==> config.mk <==
export PLATFORM = sky130hd
export DESIGN_NAME = output_port_allocator
export DESIGN_NICKNAME = d
export VERILOG_FILES = /design/src/rtl/output_port_allocator.sv
export SDC_FILE = /design/constraint.sdc
export NUM_CORES = 1
export LEC_CHECK = 0
export BUFFER_PORTS_ARGS = -buffer_cell sky130_fd_sc_hd__buf_2
export CAP_MARGIN = 20
export CORE_MARGIN = 3
export CORE_UTILIZATION = 40
export CTS_BUF_LIST = sky130_fd_sc_hd__clkbuf_8
export DETAILED_ROUTE_END_ITERATION = 8
export GPL_ROUTABILITY_DRIVEN = 0
export GPL_TIMING_DRIVEN = 0
export SETUP_SLACK_MARGIN = 0.5
export SYNTH_ARGS = -nofsm -noshare
export SYNTH_HDL_FRONTEND = slang
export SYNTH_SLANG_ARGS = --single-unit
==> constraint.sdc <==
create_clock -name clk -period 9.8 [get_ports clk]
set_clock_uncertainty 0.15 [all_clocks]
set_input_delay 1.96 -clock clk [delete_from_list [all_inputs] [get_ports clk]]
set_output_delay 1.96 -clock clk [all_outputs]
set_load 0.05 [all_outputs]
==> src/rtl/output_port_allocator.sv <==
// Output-port allocator for one router output: round-robin arbitration with a
// wormhole lock, plus credit-based flow control toward the downstream buffer.
module output_port_allocator #(
  parameter int CREDIT_DEPTH = 4,
  parameter int CW           = 3
) (
  input  logic          clk,
  input  logic          rst,
  input  logic [4:0]    req,
  input  logic [4:0]    tail,
  input  logic          credit_in,
  output logic [4:0]    RoutingDirection,
  output logic          grant_valid,
  output logic          xfer,
  output logic [CW-1:0] credits,
  output logic          credit_err
);

  typedef enum logic {IDLE = 1'b0, BUSY = 1'b1} state_t;

  localparam logic [CW-1:0] FULL = CW'(CREDIT_DEPTH);

  state_t        r_state;
  state_t        w_next_state;
  logic [4:0]    r_dir;
  logic [2:0]    r_owner;
  logic [2:0]    r_ptr;
  logic [CW-1:0] r_credits;
  logic          r_err;

  logic          w_has_credit;
  logic          w_xfer;
  logic          w_release;
  logic          w_found;
  logic [2:0]    w_win;
  logic          w_grant;

  assign w_has_credit = (r_credits != '0);
  // r_dir is zero while idle, so the mask alone confines xfer to the owner.
  assign w_xfer       = ~rst & (r_state == BUSY) & (|(req & r_dir)) & w_has_credit;
  assign w_release    = w_xfer & (|(tail & r_dir));
  assign w_grant      = (r_state == IDLE) && (w_next_state == BUSY);

  // Round-robin search starting one past the last released owner.
  always_comb begin
    w_found = 1'b0;
    w_win   = 3'd0;
    for (int k = 1; k <= 5; k++) begin
      if (!w_found && req[(int'(r_ptr) + k) % 5]) begin
        w_found = 1'b1;
        w_win   = 3'((int'(r_ptr) + k) % 5);
      end
    end
  end

  always_comb begin
    w_next_state = r_state;
    case (r_state)
      IDLE:    if (w_found && w_has_credit) w_next_state = BUSY;
      BUSY:    if (w_release) w_next_state = IDLE;
      default: w_next_state = IDLE;
    endcase
  end

  always_ff @(posedge clk) begin
    if (rst) r_state <= IDLE;
    else     r_state <= w_next_state;
  end

  always_ff @(posedge clk) begin
    if (rst) begin
      r_dir     <= 5'b00000;
      r_owner   <= 3'd0;
      r_ptr     <= 3'd4;
      r_credits <= FULL;
      r_err     <= 1'b0;
    end else begin
      if (w_grant) begin
        r_dir   <= 5'b00001 << w_win;
        r_owner <= w_win;
      end else if (w_release) begin
        r_dir <= 5'b00000;
        r_ptr <= r_owner;
      end
      // A returned credit with the counter already full is a protocol error.
      if (w_xfer && !credit_in) begin
        r_credits <= r_credits - CW'(1);
      end else if (credit_in && !w_xfer) begin
        if (r_credits == FULL) r_err     <= 1'b1;
        else                   r_credits <= r_credits + CW'(1);
      end
    end
  end

  assign RoutingDirection = r_dir;
  assign grant_valid      = (r_state == BUSY);
  assign xfer             = w_xfer;
  assign credits          = r_credits;
  assign credit_err       = r_err;

endmodule

==> qor.yml <==
clock_tree:
  cts_resized: 0
  ctsHoldBuffers: 0
  cts.sinks: 16
  root_buffer: "clkbuf_8"
  tritoncts: "built"
  htree_levels: 1
  postCtsSetupBuffers: 0
  clk_latency_ns: 0.25
  cts_buffer_depth: 2
  path_clk_slew_ns: 0.06
  cts_buffers: 3
min_path:
  whs_path_depth: 2
  hp-class: "reg -> reg"
finish:
  final.fill_count: 622
  seqCellArea_sq_um: 320.3
  multi_input_area_sq_mm: 0.002145
  diodes: 0
  drive_above_1_share_pct: 15.93
  final_cell_mix: "32 x nor2_1, 30 x buf_2, 28 x nand2_1, 26 x ha_1, 22 x inv_1"
  final_util_pct: 47.10
  layout_commonest_cell: "nor2_1"
  final_cell_area_sq_mm: 0.002888
  final_nets: 405
  syn2layout_area_growth_pct: 9.852
synth:
  syn-num-nets: 378
  ys_seq_area_share_pct: 12.18
  synth_compound_area_share_pct: 30.22
  synth_cell_types: 74
  yosysTopAreaCell: "ha_1"
  async_flop_share_pct: 0
  synthMuxAreaShare_pct: 9.376
  synth_flop_cell: "dfxtp_1"
  synth-seq-cells: 16
  synthAdderAreaFrac_pct: 13.14
  yosys.area_share.xor_xnor_pct: 4.617
  synth_area_leaders: "ha_1 12%, dfxtp_1 12%, mux2i_1 5.0%"
  synthesis.area_sq_mm: 0.002629
  synth_top_area_share_pct: 12.38
  synth_warnings: 0
  synth-simple-area-share_pct: 24.23
  syn-instance-count: 338
  synth_top_family_by_area: "compound AO/OA/AOI/OAI gates"
  synth-edff-count: 0
  syn_avg_cell_area_sq_um: 7.777
worst_setup_path:
  arrival_ns: 5.65
  critPathLaunchType: "register"
  cp_data_required_time_ns: 9.80
  worstSetupEndpoint: "RoutingDirection[0]$_SDFFE_PP0P_"
  startpoint: "r_ptr[0]$_SDFFE_PP0P_"
  r2r.worst_path.cells: 18
  worstPathMaxFanout: 13
  cp-end-kind: "register"
  r2r_start: "r_ptr[0]$_SDFFE_PP0P_"
  reg2reg_slack_ns: 4.15
  path_class: "reg -> reg"
  r2r-end: "RoutingDirection[0]$_SDFFE_PP0P_"
pwr:
  swShare_pct: 36.74
  power.net_switching_mw: 0.07864
  p_leak_nw: 1.227
  vdd_drop_max_mv: 0.09305
  p_int_mw: 0.1354
  seqPwrFrac_pct: 34.3
  power_frac_clock_pct: 27.2
  power_density_mw_per_mm2: 74.11
  pwr-share-comb_pct: 38.5
floorplan:
  core_area_sq_mm: 0.006131
  io_pins: 24
  initial_core_util_pct: 42.88
  core.rowCount: 28
  die_area_sq_mm: 0.007580
  die_h_microns: 87.07
  die_w_microns: 87.07
sta:
  tns_ns: 0
  fmax_ghz: 0.1771
  slew_violations: 0
  period_share_pct: 57.63
  setup_viol: 0
  final_hold_viol_count: 0
  relSlewSlack_pct: 45.69
  fin_crit_ns: 5.648
  tightestPinTransition_ns: 0.8097
  rsz0062_at_grt: "no"
routing:
  drt-total-wl_mm: 7.332
  viasPerCell: 6.171
  wl_per_cell_microns: 16.70
  drcViolationCount: 0
  detail_route.iter0.violations: 168
  ant_nets: 0
  first_pass_iters: 5
  num_vias: 2709
grt:
  grt_antenna_before_repair: 0
  grt_max_degree: 14
  grt_pass1_wl_mm: 12.05
  overflow: 0
  grt.total_usage_pct: 19.64
  first_global_vias: 2505
place:
  io_buffers: 22
  place_hpwl_mm: 5.812
  postPlaceCellArea_sq_mm: 0.002833
job:
  cap_viol_max_count: 0
outcome:
  outcome: "completed"
sequential cells by signal (all words and copies together) (netlist names):
| name | flops |
|---|---|
| RoutingDirection | 5 |
| credits | 3 |
| r_owner | 3 |
| r_ptr | 3 |
| credit_err | 1 |
| grant_valid | 1 |
layout make-up:
cell class                 count  area share (%)
sequential                    16           11.09
inverter                      25           3.250
timing repair buffer          22           3.813
buffer                        14           2.426
clock buffer                   4           1.906
multi-input combinational    283           74.26
tap                           75           3.250
layer usage:
| layer | up-vias | routed length (microns) | global-route usage (%) | part of all wire (%) |
|---|---|---|---|---|
| li1 | 1331 | - | - | - |
| met1 | 1294 | 3339 | 25.17 | 46 |
| met2 | 70 | 3542 | 34.51 | 48 |
| met3 | 14 | 252 | 1.041 | 3.4 |
| met4 | 0 | 197 | 7.224 | 2.7 |
| met5 | - | 0 | 0 | 0 |
critical path, cell delays in order, from the launching register on:
cell	delay [ns]
dfxtp_1	0.47
buf_2	0.30
inv_1	0.10
buf_2	0.23
ha_1	0.48
clkbuf_1	0.37
nand2_1	0.18
nor2_1	0.19
nor2_1	0.09
ha_1	0.27
or4_1	0.53
a21oi_1	0.16
a211o_1	0.20
inv_1	0.09
a211oi_1	0.67
nand4_1	0.16
a31oi_1	0.53
nor3_1	0.09
a32o_1	0.27
Yosys cell counts (6+ instances only):
library cell  instances
dfxtp_1              16
buf_2                 8
o22ai_1               6
nand2_1              28
a21oi_1              18
o21ai_0              12
and2_1                6
ha_1                 26
a31oi_1               6
nor2_1               32
nor3_1                7
a22oi_1               9
mux2i_1              13
nand2b_1              7
inv_1                22
stage by stage:
stage	cells	hold WS, ns	setup WS, ns	power [mW]
finish	439	0.3164	4.152	0.2140
floorplan	338	0.2857	4.651	0.1351
CTS	439	0.3215	4.163	0.2146
global placement	435	0.3020	4.231	0.1554
detailed placement	435	0.3063	4.204	0.1557
global route	439	0.3555	3.768	0.2256
logic make-up after synthesis:
group	after synthesis
AO/OA/AOI/OAI	105
XOR/XNOR	10
flip-flops	16
adder cells (fa/ha/maj)	27
AND/OR/NAND/NOR	121
buffers and inverters	39
multiplexers	20
worst min path at each step:
| stage | startpoint | to | slack, ns |
|---|---|---|---|
| 5_1_grt | RoutingDirection[3]$_SDFFE_PP0P_ | RoutingDirection[3]$_SDFFE_PP0P_ | 0.36 |
| 6_report | credit_err$_SDFFE_PP0P_ | credit_err$_SDFFE_PP0P_ | 0.32 |
| 2_1_floorplan | r_owner[2]$_SDFFE_PP0P_ | r_owner[2]$_SDFFE_PP0P_ | 0.29 |
| 3_3_place_gp | credit_err$_SDFFE_PP0P_ | credit_err$_SDFFE_PP0P_ | 0.30 |
| 4_1_cts | r_owner[2]$_SDFFE_PP0P_ | r_owner[2]$_SDFFE_PP0P_ | 0.32 |
| 3_5_place_dp | credit_err$_SDFFE_PP0P_ | credit_err$_SDFFE_PP0P_ | 0.31 |
power by group through the flow:
stage | Combinational (mW) | Clock [mW] | Sequential [mW]
floorplan | 0.0510 | 0 | 0.0841
CTS | 0.0815 | 0.0597 | 0.0735
finish | 0.0823 | 0.0583 | 0.0734
global placement | 0.0806 | 0 | 0.0748
global route | 0.0894 | 0.0618 | 0.0744
detailed placement | 0.0809 | 0 | 0.0748
Note: power is estimated with default switching activity, not from simulation.
